--- src/rtl/water_fill_arbiter.sv ---
// Round-robin arbiter sharing one mains inlet valve between N machine fill controllers.
// Optional statistics ports (grant_count, timeout_count) enabled by WATER_FILL_STATS_EN.
module water_fill_arbiter #(
   parameter int N        = 4,
   parameter int MAX_FILL = 200,
   parameter int GAP      = 3,
   parameter int CNT_W    = 8
) (
   input  logic                 clk,
   input  logic                 reset,
   input  logic [N-1:0]         fill_req,
   input  logic [N-1:0]         filled,
   output logic [N-1:0]         grant,
   output logic                 main_valve_on,
   output logic [N-1:0]         fill_timeout,
   output logic [$clog2(N)-1:0] owner,
`ifdef WATER_FILL_STATS_EN
   output logic [15:0]          grant_count,
   output logic [7:0]           timeout_count,
`endif
   output logic                 busy
);

   localparam int          OW = $clog2(N);
   localparam int unsigned NU = N;

   typedef enum logic [1:0] {IDLE, GRANT, SETTLE} state_t;

   state_t           state_q, state_d;
   logic [N-1:0]     grant_q, grant_d;
   logic             valve_q, valve_d;
   logic [N-1:0]     timeout_q, timeout_d;
   logic [N-1:0]     lockout_q, lockout_d;
   logic [OW-1:0]    owner_q, owner_d;
   logic [OW-1:0]    ptr_q, ptr_d;
   logic [CNT_W-1:0] cnt_q, cnt_d;
   logic [15:0]      gcnt_q, gcnt_d;
   logic [7:0]       tcnt_q, tcnt_d;

   logic [N-1:0]     eligible;
   logic             found;
   logic [OW-1:0]    sel;
   int unsigned      idx;
   logic             rel_normal;
   logic             rel_timeout;

   always_comb begin
      eligible = fill_req & ~filled & ~lockout_q;
      found    = 1'b0;
      sel      = '0;
      idx      = 0;
      for (int unsigned k = 0; k < NU; k++) begin
         idx = (32'(ptr_q) + k) % NU;
         if (!found && eligible[idx]) begin
            found = 1'b1;
            sel   = OW'(idx);
         end
      end

      rel_normal  = !fill_req[owner_q] || filled[owner_q];
      rel_timeout = (cnt_q == CNT_W'(MAX_FILL - 1));

      state_d   = state_q;
      grant_d   = grant_q;
      owner_d   = owner_q;
      ptr_d     = ptr_q;
      cnt_d     = cnt_q;
      timeout_d = '0;
      lockout_d = lockout_q & fill_req;
      gcnt_d    = gcnt_q;
      tcnt_d    = tcnt_q;

      case (state_q)
         IDLE: begin
            if (found) begin
               state_d = GRANT;
               grant_d = N'(1) << sel;
               owner_d = sel;
               cnt_d   = '0;
            end
         end
         GRANT: begin
            if (rel_normal || rel_timeout) begin
               state_d = SETTLE;
               grant_d = '0;
               cnt_d   = '0;
               ptr_d   = (owner_q == OW'(N - 1)) ? '0 : owner_q + OW'(1);
               gcnt_d  = (gcnt_q == '1) ? gcnt_q : gcnt_q + 16'd1;
               // a request that is withdrawn or satisfied on the last cycle is not a timeout
               if (!rel_normal) begin
                  timeout_d[owner_q] = 1'b1;
                  lockout_d[owner_q] = 1'b1;
                  tcnt_d             = (tcnt_q == '1) ? tcnt_q : tcnt_q + 8'd1;
               end
            end else begin
               cnt_d = cnt_q + CNT_W'(1);
            end
         end
         SETTLE: begin
            if (cnt_q == CNT_W'(GAP - 1)) begin
               state_d = IDLE;
               cnt_d   = '0;
            end else begin
               cnt_d = cnt_q + CNT_W'(1);
            end
         end
         default: state_d = IDLE;
      endcase

      valve_d = |grant_d;
   end

   always_ff @(posedge clk) begin
      if (reset) begin
         state_q   <= IDLE;
         grant_q   <= '0;
         valve_q   <= 1'b0;
         timeout_q <= '0;
         lockout_q <= '0;
         owner_q   <= '0;
         ptr_q     <= '0;
         cnt_q     <= '0;
         gcnt_q    <= '0;
         tcnt_q    <= '0;
      end else begin
         state_q   <= state_d;
         grant_q   <= grant_d;
         valve_q   <= valve_d;
         timeout_q <= timeout_d;
         lockout_q <= lockout_d;
         owner_q   <= owner_d;
         ptr_q     <= ptr_d;
         cnt_q     <= cnt_d;
         gcnt_q    <= gcnt_d;
         tcnt_q    <= tcnt_d;
      end
   end

   assign grant         = grant_q;
   assign main_valve_on = valve_q;
   assign fill_timeout  = timeout_q;
   assign owner         = owner_q;
   assign busy          = (state_q != IDLE);

`ifdef WATER_FILL_STATS_EN
   assign grant_count   = gcnt_q;
   assign timeout_count = tcnt_q;
`else
   logic stats_unused;
   assign stats_unused = ^{gcnt_q, tcnt_q};
`endif

endmodule

--- config.mk ---
export PLATFORM = sky130hd
export DESIGN_NAME = water_fill_arbiter
export DESIGN_NICKNAME = d
export VERILOG_FILES = /design/src/rtl/water_fill_arbiter.sv
export SDC_FILE = /design/constraint.sdc
export NUM_CORES = 1
export LEC_CHECK = 0
export ABC_AREA = 1
export ABC_CLOCK_PERIOD_IN_PS = 2600
export BUFFER_PORTS_ARGS = -buffer_cell sky130_fd_sc_hd__buf_2
export CORE_MARGIN = 1
export CORE_UTILIZATION = 57
export CTS_CLUSTER_SIZE = 28
export DETAILED_ROUTE_END_ITERATION = 16
export PLACE_DENSITY = 0.79
export SETUP_SLACK_MARGIN = 0.15
export SYNTH_ARGS = -nofsm -noshare
export SYNTH_HDL_FRONTEND = slang
export SYNTH_SLANG_ARGS = --single-unit
export TNS_END_PERCENT = 20
--- constraint.sdc ---
create_clock -name clk -period 2.6 [get_ports clk]
set_clock_uncertainty 0.2 [all_clocks]
set_input_delay 0.13 -clock clk [delete_from_list [all_inputs] [get_ports clk]]
set_output_delay 0.13 -clock clk [all_outputs]
set_load 0.02 [all_outputs]
==> results of run 1 <==
==> final cells by class <==
class                   count  area (um2)  share of cell area (%)
well taps                  31       38.79                   2.048
clock inverters             1       7.507                  0.3963
flip-flops and latches     27       540.5                   28.53
repair buffers             29       182.7                   9.643
multi-input cells         177        1001                   52.84
clock buffers               3       22.52                   1.189
inverters                  27       101.3                   5.350
==> worst max-delay path: cells and delay by family (launching register included) <==
kind	cells	cell delay, ns
simple gates	5	0.64
compound gates	1	0.15
buf+inv	1	0.56
fa+ha+maj	1	0.18
flops	1	0.40
==> cell families (layout without fill, tap and decap cells) <==
family,Yosys count,in the layout,share of synthesized area [%]
AND/OR/NAND/NOR,131,131,37.32
XOR/XNOR,6,6,3.590
flip-flops,27,27,32.31
adder cells (fa/ha/maj),9,9,6.732
buffers and inverters,31,60,7.853
AO/OA/AOI/OAI,31,31,12.19
==> power groups by stage <==
stage / Clock (mW) / Sequential [mW] / Combinational (mW)
floorplan: 0 / 0.593 / 0.933
detailed placement: 0 / 0.569 / 1.18
global route: 0.211 / 0.569 / 1.34
global placement: 0 / 0.565 / 1.17
CTS: 0.194 / 0.559 / 1.20
finish: 0.189 / 0.559 / 1.20
==> flip-flops by register name, indices dropped and copies added (netlist names) <==
name and cells:
owner 2, grant 4, state_q 2, cnt_q 8, ptr_q 2, fill_timeout 4
lockout_q 4, main_valve_on 1
==> timing repair <==
item,4_1_cts,5_1_grt
hold endpoints to repair,12,0
buffers inserted,0,0
hold buffers,7,0
==> routing by layer <==
metal | part of all wire, % | wire (um) | GRT usage [%]
met1 | 48 | 1701 | 31.83
met3 | 3.4 | 121 | 4.884
met5 | 0 | 0 | 0
met2 | 47 | 1684 | 40.31
met4 | 1.4 | 49 | 8.711
==> synth_stat cells, types with 2 or more instances <==
cell type,number,area share [%]
nand2_1,53,12
a31o_2,2,1.0
nor2_1,28,6.3
nor2_2,2,0.75
o21ai_0,6,1.8
dfxtp_1,27,32
nand3_1,26,7.8
nand2_4,2,1.3
inv_1,26,5.8
o21ai_2,2,1.0
buf_6,2,1.3
o21ai_4,2,1.9
xor2_1,4,2.1
clkbuf_1,2,0.45
a21oi_1,14,4.2
nand4_1,10,3.7
nor3b_2,2,1.5
ha_1,9,6.7
nor3_1,4,1.2
==> path summary, 6_finish.rpt <==
check | start | to | slack, ns | depth (start not counted)
max | cnt_q[1]$_SDFFE_PP0P_ | lockout_q[2]$_SDFF_PP0_ | 0.43 | 8
min | filled[1] | fill_timeout[0]$_SDFF_PP0_ | 0.1 | 6
max reg2reg | cnt_q[1]$_SDFFE_PP0P_ | lockout_q[2]$_SDFF_PP0_ | 0.43 | 8
min reg2reg | grant[0]$_SDFF_PP0_ | grant[0]$_SDFF_PP0_ | 0.30 | 2
==> impl_metrics.yaml, run 1 <==
run_status:
  outcome: "complete, no violations"
timing:
  min_period_ns: 2.173
  final.setup.worst_slack_ns: 0.4272
  max_freq_mhz: 460.2
  slew_headroom_pct: 74.72
  fin_crit_sh_pct: 83.57
  hold-worst-slack_ns: 0.09902
  worst_slew_pin_slew_ns: 0.3764
  drv_slew: 0
  finalSetupViolations: 0
  hold_violations: 0
  rsz0062_at_grt: "no"
  tns_ns: 0
cells_and_area:
  num_antenna_cells: 0
  final_core_util_pct: 68.69
  layoutNonFillerInstCount: 295
  drive_gt1_share_pct: 16.29
  nets: 284
  mostFrequentLayoutCells: "53 x nand2_1, 28 x nor2_1, 27 x dfxtp_1"
  final_common_cell: "nand2_1"
  fill_cells: 261
  area_growth_pct: 13.24
  fin_area_mm2: 0.001894
yosys:
  synth-async-reset-ratio_pct: 0
  ys_ff_latch: 27
  synth_warnings: 0
  synthDistinctLibCells: 31
  synthCells: 235
  synth_sequential_area_ratio_pct: 32.31
  synthFlopType: "dfxtp_1"
  netlist_area_mm2: 0.001673
  avgSynthCellArea_um2: 7.119
  syn-num-nets: 254
  synth-edff-count: 0
route:
  via_per_inst: 5.322
  remaining_drc_errors: 0
  ant_nets: 0
  drt_iter0_markers: 58
  vias: 1570
  wl_per_cell_um: 12.05
  first_pass_iters: 4
  drt-total-wl_um: 3556
clock_tree:
  cts-root-buf: "clkbuf_4"
  cts_resized: 0
  cts_buffers: 3
  cts.htree.levels: 1
  tritoncts: "built"
  clk_pin_slew_ns: 0.16
  cts.sinks: 27
  cts_buffer_depth: 2
  clk_latency_ns: 0.35
setup_path:
  cp_common_cell: "nor2_1"
  crit_type: "flip-flop to flip-flop"
  slowest_stage: "dlygate4sd3_1"
  crit_path_max_fanout: 4
  cp_data_arrival_time_ns: 2.28
  crit_chain: "ha_1, nand2_1, nor2_1, nand4_1, nor2_1, nand3_1, a21oi_1, dlygate4sd3_1"
  cp.required_ns: 2.71
  crit_path_start_kind: "flip-flop"
  cp_slowest_stage_delay_ns: 0.56
  crit_path_end_kind: "flip-flop"
die:
  die_h_um: 56.18
  start_util_pct: 60.66
  placementRows: 19
  die-area_mm2: 0.003156
  ioPinCount: 22
  dieWidth_um: 56.18
  coreArea_mm2: 0.002758
power_and_ir_drop:
  p_per_area_mw_per_mm2: 1027
  power_switching_mw: 1.001
  cellInternalPower_uw: 945.8
  clockPowerShare_pct: 9.7
  fin_total_pwr_mw: 1.946
  sequentialPowerShare_pct: 28.7
  peakVddDrop_v: 0.001007
  leakage_nw: 0.8707
  switching_share_pct: 51.41
  pwr-share-comb_pct: 61.5
grt:
  grt_overflow: 0
  grt.total_usage_pct: 24.50
  grt_pass1_wl_um: 6154
  grt_start_max_net_pins: 17
  grt_pass1_vias: 1441
  antenna_found_initial: 0
placed_design:
  place_ws_ns: 0.5187
  port_buffers: 21
  gp_congestion: 0.9357
  place_hpwl_um: 2644
  placed_area_mm2: 0.001794
  dp.cells: 284
run:
  max-cap-violations: 0
hold_path:
  min-delay-path-class: "primary input to flip-flop"
Power figures use the tool's default switching activity.
==> run 2: changes to the inputs <==
--- a/config.mk
+++ b/config.mk
@@ -5,11 +5,11 @@
 export SDC_FILE = /design/constraint.sdc
 export NUM_CORES = 1
 export LEC_CHECK = 0
-export ABC_AREA = 1
-export ABC_CLOCK_PERIOD_IN_PS = 2600
+export ABC_AREA = 0
+export ABC_CLOCK_PERIOD_IN_PS = 2029
 export BUFFER_PORTS_ARGS = -buffer_cell sky130_fd_sc_hd__buf_2
 export CORE_MARGIN = 1
-export CORE_UTILIZATION = 57
+export CORE_UTILIZATION = 56
 export CTS_CLUSTER_SIZE = 28
 export DETAILED_ROUTE_END_ITERATION = 16
 export PLACE_DENSITY = 0.79
==> constraint.sdc (replaced) <==
create_clock -name clk -period 2.03 [get_ports clk]
set_clock_uncertainty 0.2 [all_clocks]
set_input_delay 0.1015 -clock clk [delete_from_list [all_inputs] [get_ports clk]]
set_output_delay 0.1015 -clock clk [all_outputs]
set_load 0.02 [all_outputs]
==> impl_metrics.yaml, run 2 <==
timing:
  hold_violations: 0
  rsz0062_at_grt: "yes"
  min_period_ns: 1.981
  worst_slew_pin_slew_ns: 0.3918
  fin_crit_sh_pct: 97.60
  slew_headroom_pct: 73.77
  drv_slew: 0
  max_freq_mhz: 504.7
  finalSetupViolations: 0
cells_and_area:
  final_common_cell: "buf_2"
  drive_gt1_share_pct: 38.65
  mostFrequentLayoutCells: "21 x buf_2, 19 x dfxtp_1, 16 x buf_4"
  nets: 227
  area_growth_pct: 30.50
  regMostFlops: "cnt_q"
  largest_register_ff_count: 8
  fin_area_mm2: 0.001938
  num_antenna_cells: 0
yosys:
  synthCells: 165
  synth_warnings: 0
  synthDistinctLibCells: 43
  synth.most_common_cell: "dfxtp_1"
  yosys.area.top_type: "dfxtp_1"
  avgSynthCellArea_um2: 9.001
  synth-edff-count: 0
  synth_top_cells_by_count: "27 x dfxtp_1, 14 x a21oi_1, 14 x nand2_1"
  ys_ff_latch: 27
  synth.area.top_cells: "dfxtp_1 36%, ha_1 7.6%, a21oi_1 4.7%"
  syn-num-nets: 184
  synth_sequential_area_ratio_pct: 36.39
  synthFlopType: "dfxtp_1"
  yosysTopAreaCellShare_pct: 36.39
  netlist_area_mm2: 0.001485
  synth-async-reset-ratio_pct: 0
route:
  drt-total-wl_um: 4132
  wl_per_cell_um: 17.43
  via_per_inst: 6.186
  remaining_drc_errors: 0
  drt_iter0_markers: 56
  first_pass_iters: 5
  vias: 1466
  ant_nets: 0
setup_path:
  crit_path_max_fanout: 5
  reg2reg_to: "lockout_q[1]$_SDFF_PP0_"
  cp_slowest_stage_delay_ns: 0.61
  crit_path_start_kind: "flip-flop"
  reg2regPathDepth: 5
  rr_startpoint: "owner[1]$_SDFFE_PP0P_"
  reg2reg_slack_ns: 0.05
  worst-path-stages: 5
  crit_type: "flip-flop to flip-flop"
  slowest_stage: "mux4_2"
  crit_end: "lockout_q[1]$_SDFF_PP0_"
  crit_buf_inv: 1
  cp.required_ns: 2.10
  crit_path_end_kind: "flip-flop"
  crit_chain: "inv_2, mux4_2, and4bb_2, and2_4, o21bai_1"
  critPathLaunch: "owner[1]$_SDFFE_PP0P_"
  crit_family: "multiplexers"
  cp_data_arrival_time_ns: 2.05
clock_tree:
  cts-root-buf: "clkbuf_4"
  cts.htree.levels: 1
  cts_buffer_depth: 2
  clk_latency_ns: 0.34
  tritoncts: "built"
  cts_buffers: 3
  clk_pin_slew_ns: 0.15
  cts.sinks: 27
grt:
  grt_pass1_vias: 1275
  grt_start_max_net_pins: 21
  grt_pass1_wl_um: 5658
  grt_use_met3_pct: 3.448
  grt_use_met2_pct: 42.71
  grtUsageMet1_pct: 39.30
  grt.total_usage_pct: 27.87
  busiest_layer: "met2"
  grt_overflow: 0
  antenna_found_initial: 0
power_and_ir_drop:
  fin_total_pwr_mw: 1.617
  leakage_nw: 0.7527
  peakVddDrop_v: 0.0007445
  p_per_area_mw_per_mm2: 834.4
placed_design:
  port_buffers: 21
  placed_area_mm2: 0.001670
  place_hpwl_um: 2538
  gp_congestion: 0.8757
run_status:
  outcome: "complete, no violations"
die:
  start_util_pct: 59.41
  dieWidth_um: 53.50
  coreArea_mm2: 0.002500
  placementRows: 18
  die_h_um: 53.50
  ioPinCount: 22
  die-area_mm2: 0.002862
run:
  max-cap-violations: 0
hold_path:
  min-delay-path-class: "primary input to flip-flop"
## run 2: timing repair
action                                 in CTS  in global routing
hold buffers                                5                  0
gates resized for setup                    15                 16
setup buffers                               6                  4
pin swaps                                   9                 10
setup endpoints to repair                  17                 27
endpoints found under the hold margin      10                  0
## run 2: kinds of logic (layout without fill, tap and decap cells)
| logic type | Yosys count | count (layout) | share of synthesized area, % |
|---|---|---|---|
| muxes | 2 | 2 | 2.190 |
| buffers and inverters | 17 | 59 | 4.801 |
| AOI/OAI and AO/OA | 50 | 50 | 22.07 |
| and+or+nand+nor | 57 | 57 | 25.19 |
| xor gates and xnor gates | 3 | 3 | 1.769 |
| DFF | 27 | 27 | 36.39 |
| adders and majority gates | 9 | 9 | 7.582 |
## run 2: worst min-delay path by stage
stage,cells after the start,end,startpoint,slack [ns]
after global placement,3,lockout_q[1]$_SDFF_PP0_,fill_req[1],0.17
after CTS,5,grant[0]$_SDFF_PP0_,fill_req[1],0.07
after floorplan,2,lockout_q[0]$_SDFF_PP0_,fill_req[0],0.04
after detailed placement,3,lockout_q[1]$_SDFF_PP0_,fill_req[1],0.17
final,5,grant[1]$_SDFF_PP0_,filled[1],0.08
after global routing,5,grant[1]$_SDFF_PP0_,filled[1],0.08
## run 2: power breakdown
part	internal, mW	total [mW]	switching, mW
clock	0.0756	0.253	0.177
combinational	0.329	0.742	0.413
sequential	0.582	0.622	0.0395
## run 2: final cells by class
class	count	area (um2)
multi-input cells	121	988.4
fillers	160	561.8
flip-flops and latches	27	550.5
repair buffers	43	286.5
inverters	12	45.04
well taps	30	37.54
clock buffers	3	22.52
clock inverters	1	7.507
## run 2: worst reg2reg max path: cells and delay by family (launching register included)
family / cells / cell delay, ns
and+or+nand+nor: 2 / 0.56
muxes: 1 / 0.61
AOI/OAI and AO/OA: 1 / 0.10
buffers and inverters: 1 / 0.08
DFF: 1 / 0.36
## run 2: layer usage
metal / wire (um) / part of all wire [%] / vias to the layer above
li1: - / - / 683
met1: 1722 / 42 / 701
met2: 2049 / 50 / 72
met3: 287 / 6.9 / 10
met4: 73 / 1.8 / 0
met5: 0 / 0 / -
## run 2: through the flow
step	cells	util, %	hold slack (ns)	TNS [ns]	setup slack [ns]
finish	237	77.53	0.08019	0	0.04881
global route	237	77.53	0.08399	-0.02428	-0.01654
CTS	233	74.02	0.07195	0	0.07037
detailed placement	218	66.82	0.1698	-0.06676	-0.01942
global placement	218	66.82	0.1689	0	0.03374
floorplan	165	-	0.03746	0	0.1355
==> run 3: changes to the inputs <==
--- a/config.mk
+++ b/config.mk
@@ -8,6 +8,7 @@
 export ABC_AREA = 0
 export ABC_CLOCK_PERIOD_IN_PS = 2029
 export BUFFER_PORTS_ARGS = -buffer_cell sky130_fd_sc_hd__buf_2
+export CORE_ASPECT_RATIO = 0.6
 export CORE_MARGIN = 1
 export CORE_UTILIZATION = 56
 export CTS_CLUSTER_SIZE = 28
==> impl_metrics.yaml, run 3 (synthesis gave the netlist of run 2 again) <==
timing:
  slew_headroom_pct: 72.08
  fin_crit_sh_pct: 100.6
  min_period_ns: 2.042
  drv_slew: 0
  hold_violations: 0
  finalSetupViolations: 1
  max_freq_mhz: 489.8
  worst_slew_pin_slew_ns: 0.4187
  hold-worst-slack_ns: 0.01278
  rsz0062_at_grt: "yes"
  final.setup.worst_slack_ns: -0.01167
route:
  ant_nets: 0
  vias: 1546
  remaining_drc_errors: 0
  drt-total-wl_um: 4774
  first_pass_iters: 5
  via_per_inst: 6.607
  drt_iter0_markers: 210
  wl_per_cell_um: 20.40
power_and_ir_drop:
  peakVddDrop_v: 0.0007788
  fin_total_pwr_mw: 1.820
  leakage_nw: 0.7550
  p_per_area_mw_per_mm2: 899.9
die:
  start_util_pct: 59.29
  die-area_mm2: 0.002869
  coreArea_mm2: 0.002505
  ioPinCount: 22
  die_h_um: 41.89
  dieWidth_um: 68.49
  placementRows: 14
cells_and_area:
  fin_area_mm2: 0.002022
  largest_register_ff_count: 8
  regMostFlops: "cnt_q"
  multiInputGateArea_mm2: 0.001077
  fill_cells: 148
  nets: 222
  seq_area_um2: 553.0
  drive_gt1_share_pct: 42.57
  mostFrequentLayoutCells: "21 x dfxtp_1, 21 x buf_2, 14 x nand2_1"
  num_antenna_cells: 0
  area_growth_pct: 36.14
clock_tree:
  cts.htree.levels: 1
  cts-root-buf: "clkbuf_8"
  clk_latency_ns: 0.28
  cts_buffers: 3
  cts_buffer_depth: 2
  tritoncts: "built"
  clk_pin_slew_ns: 0.09
  cts.sinks: 27
setup_path:
  cp_slowest_stage_delay_ns: 0.44
  reg2reg_slack_ns: -0.01
  slowest_stage: "or4_1"
  reg2reg_to: "cnt_q[5]$_SDFFE_PP0P_"
  crit_chain: "or3b_4, nor4b_4, a21o_4, or4_1, a21oi_1"
  crit_path_start_kind: "flip-flop"
  crit_path_end_kind: "flip-flop"
  rr_startpoint: "lockout_q[0]$_SDFF_PP0_"
  reg2regPathDepth: 5
  cp.required_ns: 2.04
  crit_type: "flip-flop to flip-flop"
  cp_data_arrival_time_ns: 2.05
  crit_path_max_fanout: 6
grt:
  grt_start_max_net_pins: 21
  grt.total_usage_pct: 33.75
  antenna_found_initial: 0
  grt_pass1_vias: 1416
  grt_overflow: 0
  grt_pass1_wl_um: 7003
placed_design:
  placed_area_mm2: 0.001665
  port_buffers: 21
  gp_congestion: 0.8866
  place_hpwl_um: 2748
hold_path:
  hold_path_startpoint: "reset"
  whs_path_depth: 2
  whs_endpoint: "ptr_q[1]$_SDFFE_PP0P_"
  min-delay-path-class: "primary input to flip-flop"
run_status:
  outcome: "finished with violations"
  failed_checks: "negative setup slack"
run:
  max-cap-violations: 0
[run 3: cell types whose count changed in the layout (fill, tap and decap cells not counted), moves of 2 or more]
cell / previous run / this run
buf_4: 16 / 11
a21oi_1: 13 / 9
a21oi_2: 1 / 5
dfxtp_2: 8 / 4
clkbuf_4: 3 / 0
clkbuf_8: 0 / 3
dfxtp_1: 19 / 21
dfxtp_4: 0 / 2
ha_1: 7 / 5
[run 3: report_power, final]
group          internal, mW  leakage, nW  switching [mW]  total, mW
Combinational         0.383        0.510           0.481      0.864
Sequential            0.584        0.222          0.0555      0.640
Clock                 0.141       0.0228           0.175      0.316
[run 3: final cells by class]
cell class | instances | share of cell area (%)
multi-input combinational | 121 | 53.28
sequential | 27 | 27.35
inverter | 12 | 2.351
timing repair buffer | 38 | 12.81
clock buffer | 4 | 2.228
tap | 32 | 1.980
[run 3: critical path, delay by kind of cell (launching register included)]
family	cells	cell delay, ns
simple gates	3	1.01
flops	1	0.33
compound gates	2	0.44
[run 3: stage by stage]
step / TNS [ns] / worst slack, ns / std cells / utilization, %
3_3_place_gp: -0.04276 / -0.04276 / 219 / 66.48
5_1_grt: -0.05650 / -0.02354 / 234 / 80.72
6_report: -0.01167 / -0.01167 / 234 / 80.72
3_5_place_dp: -0.2836 / -0.04614 / 219 / 66.48
2_1_floorplan: 0 / 0.1355 / 165 / -
4_1_cts: 0 / 0.07729 / 232 / 74.58
[run 3: repair_timing]
item                                    in CTS  in global routing
hold buffers                                 4                  0
buffers inserted                             5                  2
cloned                                       0                  0
hold endpoints to repair                     4                  0
endpoints found under the setup margin      17                 23
gates resized for setup                     15                 34
pin swaps                                   10                 19
[run 3: per-layer routing]
layer	part of all wire (%)	GRT usage, %	vias to the layer above	routed length (um)
met5	0	0	-	0
met4	4.4	11.25	0	208
met3	11	9.890	33	511
met2	43	48.63	120	2034
met1	42	47.76	720	2020
li1	-	-	673	-
[run 3: worst max-delay path by stage]
| stage | startpoint | end | slack (ns) | cells after the start |
|---|---|---|---|---|
| 3_3_place_gp | lockout_q[0]$_SDFF_PP0_ | cnt_q[7]$_SDFFE_PP0P_ | -0.04 | 6 |
| 5_1_grt | lockout_q[0]$_SDFF_PP0_ | cnt_q[5]$_SDFFE_PP0P_ | -0.02 | 5 |
| 2_1_floorplan | lockout_q[0]$_SDFF_PP0_ | cnt_q[5]$_SDFFE_PP0P_ | 0.14 | 6 |
| 3_5_place_dp | cnt_q[1]$_SDFFE_PP0P_ | cnt_q[5]$_SDFFE_PP0P_ | -0.05 | 6 |
| 4_1_cts | lockout_q[0]$_SDFF_PP0_ | cnt_q[5]$_SDFFE_PP0P_ | 0.08 | 5 |
| 6_report | lockout_q[0]$_SDFF_PP0_ | cnt_q[5]$_SDFFE_PP0P_ | -0.01 | 5 |
